## src/rtl/lfsr_gen_pkg.sv

```systemverilog
// Shared types and default polynomial constants for the lfsr_gen pattern generator.
package lfsr_gen_pkg;

  typedef enum logic [1:0] {
    ST_IDLE  = 2'd0,
    ST_BURST = 2'd1,
    ST_FREE  = 2'd2
  } fsm_e;

  localparam int unsigned DEF_WIDTH = 14;
  localparam int unsigned DEF_CNT_W = 16;

  // Fibonacci tap masks: bit k set means term x^(k+1); x^0 is implicit.
  localparam logic [7:0]  TAPS_W8  = 8'hB8;     // x^8+x^6+x^5+x^4+1
  localparam logic [7:0]  SEED_W8  = 8'h01;
  localparam logic [13:0] TAPS_W14 = 14'h3802;  // x^14+x^13+x^12+x^2+1
  localparam logic [13:0] SEED_W14 = 14'h0001;
  localparam logic [15:0] TAPS_W16 = 16'hB400;  // x^16+x^14+x^13+x^11+1
  localparam logic [15:0] SEED_W16 = 16'h0001;

endpackage

```

## src/rtl/lfsr_gen_if.sv

```systemverilog
// Control/status bundle between the pattern-path controller and lfsr_gen.
interface lfsr_gen_if
  import lfsr_gen_pkg::*;
#(
  parameter int unsigned WIDTH = DEF_WIDTH,
  parameter int unsigned CNT_W = DEF_CNT_W
);
  logic             ena;
  logic             galois;
  logic             seed_load;
  logic [WIDTH-1:0] seed_in;
  logic             start;
  logic [CNT_W-1:0] burst_len;
  logic             free_run;
  logic [WIDTH-1:0] state_out;
  logic             bit_out;
  logic             busy;
  logic             done;
  logic             wrap;
  logic             lockup;
  logic [WIDTH-1:0] period_out;

  modport master (
    output ena, galois, seed_load, seed_in, start, burst_len, free_run,
    input  state_out, bit_out, busy, done, wrap, lockup, period_out
  );

  modport slave (
    input  ena, galois, seed_load, seed_in, start, burst_len, free_run,
    output state_out, bit_out, busy, done, wrap, lockup, period_out
  );
endinterface

```

## src/rtl/lfsr_gen_step.sv

```systemverilog
// Combinational LFSR next-state for Fibonacci and Galois forms of one polynomial.
module lfsr_gen_step
  import lfsr_gen_pkg::*;
#(
  parameter int unsigned      WIDTH = DEF_WIDTH,
  parameter logic [WIDTH-1:0] TAPS  = WIDTH'(TAPS_W14)
) (
  input  logic [WIDTH-1:0] cur,
  input  logic             galois,
  output logic [WIDTH-1:0] next_c
);

  // Galois form of the same polynomial: taps shifted up with the x^0 term in bit 0.
  localparam logic [WIDTH-1:0] GTAPS = {TAPS[WIDTH-2:0], 1'b1};

  logic fb_c;

  always_comb begin
    fb_c = ^(cur & TAPS);
    if (galois) begin
      next_c = {cur[WIDTH-2:0], 1'b0} ^ (cur[WIDTH-1] ? GTAPS : '0);
    end else begin
      next_c = {cur[WIDTH-2:0], fb_c};
    end
  end

endmodule

```

## src/rtl/lfsr_gen.sv

```systemverilog
// Parametrised LFSR pattern generator with seed load, counted bursts and wrap detection.
// Define LFSR_GEN_PERIOD_MEAS_EN to build the wrap-to-wrap period counter.
module lfsr_gen
  import lfsr_gen_pkg::*;
#(
  parameter int unsigned      WIDTH = DEF_WIDTH,
  parameter logic [WIDTH-1:0] TAPS  = WIDTH'(TAPS_W14),
  parameter logic [WIDTH-1:0] SEED  = WIDTH'(SEED_W14),
  parameter int unsigned      CNT_W = DEF_CNT_W
) (
  input  logic     clk,
  input  logic     rst_n,
  lfsr_gen_if.slave bus
);

  fsm_e             fsm_q, fsm_n;
  logic [WIDTH-1:0] state_q, state_n;
  logic [WIDTH-1:0] ref_q, ref_n;
  logic [CNT_W-1:0] rem_q, rem_n;
  logic             busy_q, done_q, done_n, wrap_q, wrap_n, lockup_q, lockup_n;
  logic [WIDTH-1:0] next_c;
  logic             step_c;

  lfsr_gen_step #(.WIDTH(WIDTH), .TAPS(TAPS)) u_step (
    .cur    (state_q),
    .galois (bus.galois),
    .next_c (next_c)
  );

  always_ff @(posedge clk or negedge rst_n) begin
    if (!rst_n) begin
      fsm_q    <= ST_IDLE;
      state_q  <= SEED;
      ref_q    <= SEED;
      rem_q    <= '0;
      busy_q   <= 1'b0;
      done_q   <= 1'b0;
      wrap_q   <= 1'b0;
      lockup_q <= 1'b0;
    end else begin
      fsm_q    <= fsm_n;
      state_q  <= state_n;
      ref_q    <= ref_n;
      rem_q    <= rem_n;
      busy_q   <= (fsm_n != ST_IDLE);
      done_q   <= done_n;
      wrap_q   <= wrap_n;
      lockup_q <= lockup_n;
    end
  end

  // seed_load outranks everything, including ena; a zero seed falls back to SEED.
  always_comb begin
    fsm_n    = fsm_q;
    state_n  = state_q;
    ref_n    = ref_q;
    rem_n    = rem_q;
    lockup_n = lockup_q;
    done_n   = 1'b0;
    wrap_n   = 1'b0;
    step_c   = 1'b0;
    if (bus.seed_load) begin
      fsm_n = ST_IDLE;
      rem_n = '0;
      if (bus.seed_in != '0) begin
        state_n  = bus.seed_in;
        ref_n    = bus.seed_in;
        lockup_n = 1'b0;
      end else begin
        state_n  = SEED;
        ref_n    = SEED;
        lockup_n = 1'b1;
      end
    end else if (bus.ena) begin
      unique case (fsm_q)
        ST_IDLE: begin
          if (bus.start) begin
            if (bus.burst_len == '0) begin
              done_n = 1'b1;
            end else begin
              fsm_n = ST_BURST;
              rem_n = bus.burst_len;
            end
          end else if (bus.free_run) begin
            fsm_n = ST_FREE;
          end
        end
        ST_BURST: begin
          step_c = 1'b1;
          rem_n  = rem_q - CNT_W'(1);
          if (rem_q == CNT_W'(1)) begin
            fsm_n  = ST_IDLE;
            done_n = 1'b1;
          end
        end
        ST_FREE: begin
          if (bus.free_run) step_c = 1'b1;
          else              fsm_n  = ST_IDLE;
        end
        default: fsm_n = ST_IDLE;
      endcase
      if (step_c) begin
        state_n = next_c;
        wrap_n  = (next_c == ref_q);
      end
    end
  end

`ifdef LFSR_GEN_PERIOD_MEAS_EN
  logic [WIDTH-1:0] cnt_q, cnt_n, period_q, period_n;

  always_ff @(posedge clk or negedge rst_n) begin
    if (!rst_n) begin
      cnt_q    <= '0;
      period_q <= '0;
    end else begin
      cnt_q    <= cnt_n;
      period_q <= period_n;
    end
  end

  // Steps since the last wrap/load; both the count and the reported period saturate.
  always_comb begin
    cnt_n    = cnt_q;
    period_n = period_q;
    if (bus.seed_load) begin
      cnt_n = '0;
    end else if (step_c) begin
      if (wrap_n) begin
        period_n = (&cnt_q) ? cnt_q : cnt_q + WIDTH'(1);
        cnt_n    = '0;
      end else if (!(&cnt_q)) begin
        cnt_n = cnt_q + WIDTH'(1);
      end
    end
  end

  assign bus.period_out = period_q;
`else
  assign bus.period_out = '0;
`endif

  assign bus.state_out = state_q;
  assign bus.bit_out   = state_q[WIDTH-1];
  assign bus.busy      = busy_q;
  assign bus.done      = done_q;
  assign bus.wrap      = wrap_q;
  assign bus.lockup    = lockup_q;

endmodule
```

## src/flat_wrapper.sv

```systemverilog
// flat-port wrapper written by rule: the top's interface ports become plain ports
module lfsr_gen_flat import lfsr_gen_pkg::*;
#(
  parameter int unsigned      WIDTH = DEF_WIDTH,
  parameter logic [WIDTH-1:0] TAPS  = WIDTH'(TAPS_W14),
  parameter logic [WIDTH-1:0] SEED  = WIDTH'(SEED_W14),
  parameter int unsigned      CNT_W = DEF_CNT_W
)
  (clk, rst_n, bus_ena, bus_galois, bus_seed_load, bus_seed_in, bus_start, bus_burst_len, bus_free_run, bus_state_out, bus_bit_out, bus_busy, bus_done, bus_wrap, bus_lockup, bus_period_out);
  lfsr_gen_if #(.WIDTH(WIDTH), .CNT_W(CNT_W)) bus_i ();
  input  logic clk;
  input  logic rst_n;
  input wire logic [$bits(bus_i.ena)-1:0] bus_ena;
  input wire logic [$bits(bus_i.galois)-1:0] bus_galois;
  input wire logic [$bits(bus_i.seed_load)-1:0] bus_seed_load;
  input wire logic [$bits(bus_i.seed_in)-1:0] bus_seed_in;
  input wire logic [$bits(bus_i.start)-1:0] bus_start;
  input wire logic [$bits(bus_i.burst_len)-1:0] bus_burst_len;
  input wire logic [$bits(bus_i.free_run)-1:0] bus_free_run;
  output wire logic [$bits(bus_i.state_out)-1:0] bus_state_out;
  output wire logic [$bits(bus_i.bit_out)-1:0] bus_bit_out;
  output wire logic [$bits(bus_i.busy)-1:0] bus_busy;
  output wire logic [$bits(bus_i.done)-1:0] bus_done;
  output wire logic [$bits(bus_i.wrap)-1:0] bus_wrap;
  output wire logic [$bits(bus_i.lockup)-1:0] bus_lockup;
  output wire logic [$bits(bus_i.period_out)-1:0] bus_period_out;
  assign bus_i.ena = bus_ena;
  assign bus_i.galois = bus_galois;
  assign bus_i.seed_load = bus_seed_load;
  assign bus_i.seed_in = bus_seed_in;
  assign bus_i.start = bus_start;
  assign bus_i.burst_len = bus_burst_len;
  assign bus_i.free_run = bus_free_run;
  assign bus_state_out = bus_i.state_out;
  assign bus_bit_out = bus_i.bit_out;
  assign bus_busy = bus_i.busy;
  assign bus_done = bus_i.done;
  assign bus_wrap = bus_i.wrap;
  assign bus_lockup = bus_i.lockup;
  assign bus_period_out = bus_i.period_out;
  lfsr_gen #(.WIDTH(WIDTH), .TAPS(TAPS), .SEED(SEED), .CNT_W(CNT_W)) u_core (.clk(clk), .rst_n(rst_n), .bus(bus_i));
endmodule
```

## config.mk

```make
export PLATFORM = sky130hd
export DESIGN_NAME = lfsr_gen_flat
export DESIGN_NICKNAME = d
export VERILOG_FILES = /design/src/rtl/lfsr_gen_pkg.sv /design/src/rtl/lfsr_gen_if.sv /design/src/rtl/lfsr_gen_step.sv /design/src/rtl/lfsr_gen.sv /design/src/flat_wrapper.sv
export SDC_FILE = /design/constraint.sdc
export NUM_CORES = 1
export LEC_CHECK = 0
export CAP_MARGIN = 20
export CORE_ASPECT_RATIO = 0.75
export CORE_MARGIN = 5
export CORE_UTILIZATION = 30
export DETAILED_ROUTE_END_ITERATION = 6
export PLACE_DENSITY = 0.52
export SLEW_MARGIN = 20
export SYNTH_ARGS = -nofsm -noshare
export SYNTH_HDL_FRONTEND = slang
export SYNTH_SLANG_ARGS = --single-unit
```

## constraint.sdc

```tcl
create_clock -name clk -period 2 [get_ports clk]
set_input_delay 0.2 -clock clk [delete_from_list [all_inputs] [get_ports clk]]
set_output_delay 0.2 -clock clk [all_outputs]
set_load 0.05 [all_outputs]
```

**Word-level counts from Yosys, hierarchy flattened**

Index checks and enable logic that the tools add are counted.

- Word-level logic and storage cells: 59
- Memory bits (read-only): 0
- Input port bits: 37
- Memory bits (writable): 0
- Bits in latches: 0
- Register bits after elaboration: 50
- Memories kept: 0

- Add/subtract/negate cells: 1
- Div/mod/pow operators: 0
- Reductions and logical operators: 10
- Magnitude comparators: 0
- Multipliers: 0
- Multiplexer cells: 33
- Bitwise logic cells: 1
- Equal/unequal tests: 6
- Shift operators: 0

Operator list:

| cell | count |
|---|---|
| 14-bit 2-to-1 mux | 6 |
| 16-bit 2-to-1 mux | 4 |
| 16-bit case mux with 2 select lines | 1 |
| 16-bit by 1-bit == test with 1-bit output (second input constant) | 1 |
| 16-bit logical NOT | 1 |
| 16-bit by 1-bit subtractor with 16-bit output (second input constant) | 1 |
| 14-bit == test | 1 |
| 2-bit 2-to-1 mux | 7 |
| 14-bit nonzero test | 1 |
| 14-bit parity | 1 |
| 14-bit bitwise XOR | 1 |
| 1-bit 2-to-1 mux | 12 |
| 3-bit != test (second input constant) | 2 |
| 2-bit case mux with 3 select lines | 1 |
| 2-bit nonzero test | 3 |
| 1-bit case mux with 2 select lines | 2 |
| 4-bit AND reduction | 1 |
| 3-bit nonzero test | 1 |
| 2-bit by 1-bit == test with 1-bit output (second input constant) | 1 |
| 2-bit == test (second input constant) | 1 |
| 2-bit logical NOT | 1 |
| 2-bit AND reduction | 1 |

**Depth between registers and ports, before layout**

- Depth after elaboration: 7
- Mapped depth: 8
- Gate-level depth less buffers: 7

**Modules after synthesis**

Synthesis repeated with hierarchy kept, for this count alone.

- Cells, all modules: 337
- Area, all modules: 3134.3 sq um

Modules (own cells, without submodules):

| module | times used | cells each | area each (sq um) |
|---|---|---|---|
| lfsr_gen | 1 | 320 | 2994.1 |
| lfsr_gen_step | 1 | 17 | 140.1 |

**Worst setup path after synthesis**

No wires, ideal clock.

- Path kind: reg-to-reg
- Start: reg u_core.state_q[11], in the netlist u_core.bus.state_out[11]
- End: reg u_core.state_q[0], in the netlist u_core.bus.state_out[0]
- Required time: 1.923 ns
- Period minus slack after synthesis: 1.785 ns
- Library setup time: 0.077 ns
- Cell stages (with the launch flop): 6
- Slack: 0.215 ns
- Arrival time: 1.708 ns
- Cells stage by stage: dfrtp_1 > xnor3_1 > nor2_1 > xnor2_1 > o21ai_1 > a21bo_1

- Longest elaborated chain between the ends: 5

RTL lines:

| what | RTL line | text |
|---|---|---|
| start, declared | lfsr_gen.sv:17 | `logic [WIDTH-1:0] state_q, state_n;` |
| start signal, assigned | lfsr_gen.sv:42 | `state_q <= state_n;` |
| 14-bit parity | lfsr_gen_step.sv:19 | `fb_c = ^(cur & TAPS);` |
| 14-bit 2-to-1 mux | lfsr_gen_step.sv:20 | `if (galois) begin` |
| 14-bit 2-to-1 mux | lfsr_gen.sv:102 | `if (step_c) begin` |
| 14-bit 2-to-1 mux | lfsr_gen.sv:74 | `end else if (bus.ena) begin` |
| 14-bit 2-to-1 mux | lfsr_gen.sv:62 | `if (bus.seed_load) begin` |

Every way passes these cells. The select of a mux whose other input is x is not followed.
A chain may end at the register's enable or synchronous reset.

**Worst setup path after layout**

- Start: reg u_core.state_q[0], in the netlist u_core.bus.state_out[0]
- End: out bus_state_out[0]

RTL lines:

| what | RTL line | text |
|---|---|---|
| end, declared | flat_wrapper.sv:20 | `output wire logic [$bits(bus_i.state_out)-1:0] bus_state_out;` |

No word-level cell between the ends.

==> results.cfg <==
[clocking]
cts-hold-fix-buffers = 0
cts_root_buf = clkbuf_16
clock_latency_ps = 290
clockBufferDepth = 2
clock-sinks = 50
cts_tree = built
post_cts_buffers = 0
cts_buffers = 5
cts_resized = 0
htreeDepth = 2
clk_pin_slew_ps = 70

[layout]
fillers = 1071
fin_nets = 455
register_area_um2 = 1250
multi_input_area_um2 = 1670
stdcell_area_um2 = 4160
syn_to_final_growth_pct = 32.4
diodes = 0
layout-drive-gt1-share = 0.157
final_cells = 549

[pwr]
ir_worst_vdd_mv = 0.302
netSwitchingPower_uw = 968
power.total_mw = 2.88
internal_power_mw = 1.91
p_leak_nw = 1.84
seq_power_share = 0.410
pwr-share-comb = 0.288
pwr-share-clk = 0.303
switching_share = 0.336
powerDensity_nw_per_um2 = 692

[yosys]
ys_seq_elements = 50
ys_seq_area_frac = 0.399
synth_top_family_by_area = simple AND/OR/NAND/NOR gates
synth.area.mux_share = 0.0414
synth_fa_ha_area_frac = 0.0239
async_flop_share = 1.00
synthCells = 333
synth_edf_count = 0
synth_area_um2 = 3140
synth_compound_area_frac = 0.170
synthXorXnorAreaFrac = 0.0880
syn-mean-instance-area_um2 = 9.43
synthSimpleGateAreaFrac = 0.186
synth_ff_type = dfrtp_1
ys.warnings.count = 0
yosysUniqueCellTypes = 55

[sta]
fin_tns_setup_ps = 0
rsz0062_at_grt = false
finalCriticalPeriod_ps = 1890
period_share = 0.947
maxSlewViolCount = 0
slew_headroom = 0.550
finalSetupViolCount = 0
worst_pin_slew_ps = 674
finalHoldViolations = 2
skew_ps = 4.32
fin_hold_ws_ps = -3.75
max_freq_mhz = 528

[floorplanning]
fp.dieArea_um2 = 12600
initial_core_util = 0.307
die_w_um = 128
io_pins = 70
die_h_um = 98.6
rows = 32
coreArea_um2 = 10200

[detailed_routing]
wirelength_mm = 8.35
num_vias = 2591
drc = 0
postRouteAntennaNets = 0
drt_iter0_drc = 167
viasPerCell = 4.72
wire_per_inst_um = 15.2
drt-pass1-iter-count = 4

[critical_path]
cp-start-kind = flip-flop
critPathBufInv = 1
worstPathRequired_ps = 1800
cp_top_family = buffers and inverters
reg2reg_to = u_core.bus.busy
rr_worst_depth = 8
critPathMaxFanout = 4
cp-startpoint = u_core.bus.state_out[0]
critical_path_class = reg -> out
end_kind = output port
worst-r2r-setup-slack_ps = 130
path_cells = clkdlybuf4s50_1
slowest_stage = clkdlybuf4s50_1
r2r-start = u_core.fsm_q[0]
cpPeakStageDelay_ps = 820
arrival_ps = 1690

[global_route]
grt_overflow_total = 0
grt_max_degree = 51
antenna_found_initial = 0
top_usage_layer = met1
track_usage = 0.135
met1_usage = 0.211
grt_pass1_vias = 2589
grtUsageMet3 = 0.0244
grt_pass1_wl_mm = 13.7
grtUsageMet2 = 0.190

[placed_design]
placed_area_um2 = 4000
dp_cells = 541
place_congestion = 0.808
io_buffers = 55
place_hpwl_mm = 6.36

[run_status]
status = complete, but fails checks
violations = negative hold slack

[flow_run]
maxCapViolations = 0

[min_path]
hold_class = in -> async
through the flow:
step,worst slack (ps),util
after detailed placement,-77.4,0.390
after global placement,-32.6,0.390
final,106,0.406
after CTS,100,0.404
after floorplan,215,-
after global routing,17.8,0.406
cell usage after synthesis, drive strengths merged (3+ instances only):
cell / number / area [um2]
ha: 6 / 75.1
mux2i: 13 / 130
xor2: 18 / 158
nand4b: 3 / 26.3
nand4: 9 / 56.3
a211oi: 3 / 22.5
nand2: 35 / 131
a22o: 6 / 55.1
buf: 24 / 175
xnor2: 11 / 96.3
a21oi: 11 / 55.1
a31oi: 4 / 40.0
nor2: 18 / 67.6
nor3: 4 / 20.0
dfrtp: 48 / 1200
nand3: 3 / 15.0
inv: 22 / 82.6
or2: 6 / 37.5
clkbuf: 6 / 22.5
nor3b: 3 / 22.5
a32o: 6 / 60.1
o21ai: 34 / 170
nor4: 12 / 145
worst max path at each step:
| stage | cells after the start | endpoint | slack (ps) |
|---|---|---|---|
| after floorplan | 5 | u_core.bus.state_out[0] | 210 |
| after global placement | 8 | u_core.bus.busy | -30 |
| after detailed placement | 8 | u_core.rem_q[7] | -80 |
| after CTS | 1 | bus_state_out[0] | 100 |
| after global routing | 8 | u_core.bus.busy | 20 |
| final | 1 | bus_state_out[0] | 110 |
power by group through the flow:
stage               logic [mW]  clock network [mW]  registers, mW
finish                   0.828               0.871           1.18
global route             0.905               0.945           1.19
CTS                      0.832               0.894           1.18
global placement         0.823                   0           1.20
detailed placement       0.827                   0           1.20
floorplan                0.459                   0           1.28
sequential cells by signal, indices dropped and copies added (netlist names):
register / flops
u_core.bus.busy: 1
u_core.bus.done: 1
u_core.bus.lockup: 1
u_core.bus.state_out: 14
u_core.bus.wrap: 1
u_core.fsm_q: 2
u_core.ref_q: 14
u_core.rem_q: 16
placed cells by master (no fill, tap or decap), drive strengths merged, types with 2 or more instances in the layout:
cell            n
o211ai          2
mux2i          13
and2            2
nor4           12
clkinv          3
a22o            6
a211oi          3
o22ai           2
nor3b           3
conb           14
xor2           18
nand4           9
inv            23
a21o            2
nand2b          2
o21ai          34
a32o            6
or2             6
buf            35
xnor2          11
nand2          35
a31oi           4
dfrtp          48
nand3           3
dfstp           2
ha              6
nor3            4
clkdlybuf4s50  54
nor2           18
clkbuf          5
nand4b          3
a21oi          11
nor2b           2
final cells by class:
class	count	share of cell area
Multi-Input combinational cell	243	0.401
Sequential cell	50	0.301
Timing Repair Buffer	89	0.202
Tap cell	136	0.0409
Clock buffer	5	0.0301
Inverter	23	0.0208
Clock inverter	3	0.00451
layer usage:
layer  vias to the layer above  routed length [um]
met1                      1239                4410
met4                         0                  75
met2                        51                3530
met5                         -                   0
met3                         5                 343
li1                       1296                   -
cell families (layout without fill, tap and decap cells):
logic type,after synthesis,in the layout
other,1,14
buffers and inverters,53,120
flip-flops,50,50
AO/OA/AOI/OAI,78,78
adder cells (fa/ha/maj),6,6
multiplexers,13,13
AND/OR/NAND/NOR,102,102
XOR/XNOR,30,30
No activity file was read; power rests on OpenSTA's default activity.
==> RTL change 1 (same flow settings) <==
Set the package constant `DEF_WIDTH` to 28 (it was 14).
--- a/src/rtl/lfsr_gen_pkg.sv
+++ b/src/rtl/lfsr_gen_pkg.sv
@@ -7,7 +7,7 @@
     ST_FREE  = 2'd2
   } fsm_e;
 
-  localparam int unsigned DEF_WIDTH = 14;
+  localparam int unsigned DEF_WIDTH = 28;
   localparam int unsigned DEF_CNT_W = 16;
 
   // Fibonacci tap masks: bit k set means term x^(k+1); x^0 is implicit.
Interface: changed (resized bus_period_out, bus_seed_in and bus_state_out); port bits go from 70 to 112. The function was not compared with the original's and may differ.
==> RTL change 1 against the unedited design <==
  * The run ends with setup timing left
  * Final cell count rose by 61%
  * Routed wire length increased by 64%
  * Register-to-register slack lost 0.22 ns
  * Power up 91%
  * Sequential cell count increased by 28
  * Area after synthesis grew 45%
  * Hold slack better by 0.37 ns
  * Combinational power up 120%
  * Worst setup slack lost 0.20 ns
  * Sequential power grew 63%
  * Largest power group unchanged
  * Cell area rose by 56%
==> RTL change 1: results (changes against the unedited design) <==
| Metric | Value |
|---|---|
| Distinct cell type count after synthesis | 51 (was 55) |
| HPWL after DPL | 10300 µm (was 6360 µm) |
| Worst VDD drop | 349 µV (was 302 µV) |
| Pre-CTS setup slack | -0.288 ns (was -0.0774 ns) |
| Leakage power | 2.86 nW (was 1.84 nW) |
| Layout cells sized above 1 | 0.184 (was 0.157) |
| Failing checks | setup timing (was hold timing) |
| Number of port buffers | 83 (was 55) |
| WP data arrival | 2.37 ns (was 1.69 ns) |
| Sw Share | 0.348 (was 0.336) |
| Vias in the first global route | 3982 (was 2589) |
| First-pass GRT wire length | 21700 µm (was 13700 µm) |
| GPL Wtd Cong | 0.835 (was 0.808) |
| Met3 usage | 0.0360 (was 0.0244) |
| Crit path max-delay cell type | or4_4 (was clkdlybuf4s50_1) |
| # setup viols final | 3 (was 0) |
| Clock latency on the worst-skew pair | 0.34 ns (was 0.29 ns) |
| CTS buffer count | 9 (was 5) |
| DR iter-0 viols | 329 (was 167) |
| Sequential area share after synthesis | 0.429 (was 0.399) |
| Via/cell ratio | 4.65 (was 4.72) |
| Outcome | finished with violations (unchanged) |
| Met2 usage | 0.227 (was 0.190) |
| Met1 usage | 0.226 (was 0.211) |
| Setup WS post-layout | -0.0904 ns (was 0.106 ns) |
| Largest net degree at the start of global routing | 71 (was 51) |
| H-Tree Depth | 3 (was 2) |
| Synth area leaders | dfrtp_1 (42%), o21ai_0 (6.6%), nand2_1 (5.5%) (was dfrtp_1 (38%), o21ai_0 (5.3%), xor2_1 (5.0%)) |
[RTL change 1: changes by cell type in the layout (fill, tap and decap cells not counted), sizes merged, moves of 8 or more]
cell	change
inv	+14
a21oi	+15
clkbuf	+8
dfrtp	+28
conb	+14
nor2b	+24
buf	+46
o21ai	+27
clkdlybuf4s50	+27
nand2	+32
xnor2	+12
[RTL change 1: metal layers]
layer / part of all wire / vias to the layer above
li1: - / 2036
met1: 0.51 / 1962
met2: 0.43 / 102
met3: 0.048 / 10
met4: 0.011 / 0
met5: 0 / -
[RTL change 1: power groups by stage]
| stage | combinational [mW] | clock [mW] | sequential, mW |
|---|---|---|---|
| after global routing | 2.00 | 1.83 | 1.95 |
| final | 1.86 | 1.72 | 1.92 |
| after global placement | 1.81 | 0 | 1.94 |
| after CTS | 1.84 | 1.78 | 1.92 |
| after detailed placement | 1.82 | 0 | 1.95 |
| after floorplan | 0.824 | 0 | 2.22 |
[RTL change 1: kinds of logic after synthesis]
kind of cell    after synthesis  synth area share
xor+xnor                     39            0.0749
fa+ha+maj                     6            0.0165
flops                        78             0.429
simple gates                171             0.189
other cells                   1          0.000822
mux                          15            0.0346
buf+inv                      90            0.0979
compound gates              125             0.158
[RTL change 1: area by class of cell]
cell class,count,area (µm²)
Fill cell,1490,8590
Multi-Input combinational cell,384,2350
Sequential cell,78,1950
Timing Repair Buffer,163,1480
Clock buffer,13,270
Tap cell,205,256
Inverter,37,139
Clock inverter,3,42.5
[RTL change 1: metrics by stage]
stage / std cells / hold slack, ns / utilization / setup TNS (ns) / cell area (µm²)
final: 883 / 0.364 / 0.431 / -0.186 / 6490
after global placement: 865 / 0.204 / 0.404 / -5.18 / 6090
after detailed placement: 865 / 0.214 / 0.404 / -5.82 / 6090
after global routing: 883 / 0.381 / 0.431 / -0.754 / 6490
after CTS: 883 / 0.352 / 0.426 / -0.169 / 6430
after floorplan: 552 / -0.0956 / - / -0.0597 / 4670
[RTL change 1: worst max-delay path: cells and delay by family (launching register included)]
kind / cells / cell delay, ns
simple gates: 2 / 1.11
flops: 1 / 0.38
compound gates: 3 / 0.54
[RTL change 1: timing repair]
item                                    CTS  global route
hold buffers                              1             0
endpoints found under the setup margin    9            18
pin swaps                                 6             2
buffers inserted                          1             0
endpoints found under the hold margin    31             0
gates resized for setup                   3            13
[RTL change 1: final timing paths]
path	depth (start not counted)	startpoint	endpoint	slack (ns)
setup / recovery	5	u_core.rem_q[6]	u_core.rem_q[15]	-0.09
hold / removal	2	rst_n	u_core.rem_q[10]	0.36
setup reg to reg	5	u_core.rem_q[6]	u_core.rem_q[15]	-0.09
hold reg to reg	2	u_core.bus.state_out[0]	u_core.bus.state_out[0]	0.51
max in group asynchronous	3	rst_n	u_core.rem_q[7]	1.01
min in group clk	4	bus_seed_load	u_core.bus.done	0.37
==> RTL change 2 (same flow settings) <==
Made on the original files. Re-encode `fsm_e` (3 states) as one-hot, 3 bits wide.
--- a/src/rtl/lfsr_gen_pkg.sv
+++ b/src/rtl/lfsr_gen_pkg.sv
@@ -1,10 +1,10 @@
 // Shared types and default polynomial constants for the lfsr_gen pattern generator.
 package lfsr_gen_pkg;
 
-  typedef enum logic [1:0] {
-    ST_IDLE  = 2'd0,
-    ST_BURST = 2'd1,
-    ST_FREE  = 2'd2
+  typedef enum logic [2:0] {
+    ST_IDLE  = 3'b001,
+    ST_BURST = 3'b010,
+    ST_FREE  = 3'b100
   } fsm_e;
 
   localparam int unsigned DEF_WIDTH = 14;
Formal check against the unedited RTL: no difference found for any inputs over 4 cycles, from zero or initial values and one cycle with rst_n low; so few cycles prove little.
==> RTL change 2 against the unedited design <==
  * Combinational power up 2.8%
  * Worst setup slack better by 0.021 ns
  * Routed wire length up 8.4%
  * Area after synthesis down 0.48%
  * Sequential share of layout area up 0.64 points
  * Sequential cell count up 1
  * Die area down 0.43%
  * Cell area about the same
  * Register-to-register slack better by 0.06 ns
  * Power up 1.6%
  * Critical path type unchanged
  * Critical endpoint unchanged
  * Largest power group unchanged
  * Highest routed layer unchanged
==> RTL change 2: results (changes against the unedited design) <==
| Metric | Value |
|---|---|
| Largest register FFs | 16 (unchanged) |
| Number of port buffers | 55 (unchanged) |
| Post-CTS Hold Buffers | 1 (was 0) |
| Vias in the first global route | 2692 (was 2589) |
| Layout cells sized above 1 | 0.152 (was 0.157) |
| Largest net degree at the start of global routing | 42 (was 51) |
| Post-CTS Setup Inserts | 0 (unchanged) |
| Clock buffer depth | 2 (unchanged) |
| HPWL after DPL | 7070 µm (was 6360 µm) |
| Clk slew on worst S/H paths | 0.07 ns (about the same) |
| GRT Total Usage | 0.143 (was 0.135) |
| Distinct cell type count after synthesis | 62 (was 55) |
| Setup crit start | u_core.bus.state_out[0] (unchanged) |
| Worst VDD drop | 316 µV (was 302 µV) |
| Sequential area share after synthesis | 0.409 (was 0.399) |
| GPL Wtd Cong | 0.886 (was 0.808) |
| Root buffer cell | clkbuf_16 (unchanged) |
| # fillers | 1023 (was 1071) |
| Reg2reg setup slack | 0.19 ns (was 0.13 ns) |
| Drt wl/cell | 15.9 µm (was 15.2 µm) |
| Leakage power | 1.85 nW (was 1.84 nW) |
| Top post-synthesis cells by count | dfrtp_1 (48), nand2_1 (36), o21ai_0 (23) (was dfrtp_1 (48), nand2_1 (35), o21ai_0 (33)) |
| CTS buffer count | 5 (unchanged) |
| Synth area leaders | dfrtp_1 (38%), nand2_1 (4.3%), buf_4 (3.8%) (was dfrtp_1 (38%), o21ai_0 (5.3%), xor2_1 (5.0%)) |
| Skew final | 0.00755 ns (was 0.00432 ns) |
| Via/cell ratio | 4.96 (was 4.72) |
| First-pass GRT wire length | 14500 µm (was 13700 µm) |
| Outcome | completed (was finished with violations) |
| Nets | 471 (was 455) |
| Worst Reg-to-Reg Cells | 7 (was 8) |
| DR iter-0 viols | 158 (was 167) |
| Register name with the most flops | u_core.rem_q (unchanged) |
| Post_cts resized | 0 (unchanged) |
| WP data arrival | 1.67 ns (was 1.69 ns) |
| Worst r2r src | u_core.rem_q[1] (was u_core.fsm_q[0]) |
| Slew HR | 0.563 (was 0.550) |
| Crit-path max cell delay | 0.81 ns |
[RTL change 2: kinds of logic after synthesis]
logic type / count (synthesis) / share of synthesized area
fa+ha+maj: 2 / 0.00800
simple gates: 126 / 0.222
flops: 51 / 0.409
xor+xnor: 18 / 0.0548
compound gates: 88 / 0.180
buf+inv: 50 / 0.0924
mux: 10 / 0.0320
other cells: 1 / 0.00120
[RTL change 2: layout make-up]
type | count | share of cell area
clock buffers | 6 | 0.0310
well taps | 136 | 0.0409
flip-flops and latches | 51 | 0.308
repair buffers | 96 | 0.212
multi-input cells | 258 | 0.386
clock inverters | 2 | 0.00391
inverters | 20 | 0.0181
[RTL change 2: how the worst min path moves through the flow]
| stage | from | end | slack (ns) |
|---|---|---|---|
| floorplan | rst_n | u_core.bus.busy | -0.1 |
| global placement | rst_n | u_core.bus.state_out[8] | 0.26 |
| detailed placement | rst_n | u_core.bus.state_out[8] | 0.27 |
| CTS | u_core.ref_q[0] | u_core.ref_q[0] | 0.48 |
| global route | u_core.ref_q[0] | u_core.ref_q[0] | 0.51 |
| finish | rst_n | u_core.bus.state_out[8] | 0.48 |
[RTL change 2: power breakdown]
group / total (mW) / switching, mW / leakage (nW) / internal, mW
clock: 0.861 / 0.391 / 0.0675 / 0.470
sequential: 1.21 / 0.0955 / 0.648 / 1.12
combinational: 0.851 / 0.500 / 1.13 / 0.351
total: 2.92 / 0.987 / 1.85 / 1.94
[RTL change 2: routing by layer]
layer | vias up | GRT usage | wire (µm)
met2 | 74 | 0.218 | 3930
met3 | 8 | 0.0217 | 464
met5 | - | 0 | 0
li1 | 1386 | - | -
met4 | 0 | 0.0269 | 69
met1 | 1357 | 0.218 | 4590
[RTL change 2: through the flow]
stage               total power [mW]   util  std cells  instance area (µm²)  worst slack [ns]
finish                          2.92  0.406        569                 4160             0.128
global route                    3.08  0.406        569                 4160           0.00685
CTS                             2.95  0.406        569                 4160             0.109
detailed placement              2.08  0.391        560                 4000            -0.149
global placement                2.08  0.391        560                 4000           -0.0275
floorplan                       1.75      -        359                 3180             0.246
[RTL change 2: worst reg2reg max path, delay by kind of cell (launching register included)]
family / cells / cell delay [ns]
compound gates: 2 / 0.50
fa+ha+maj: 1 / 0.14
buf+inv: 1 / 0.08
flops: 1 / 0.40
simple gates: 3 / 0.58
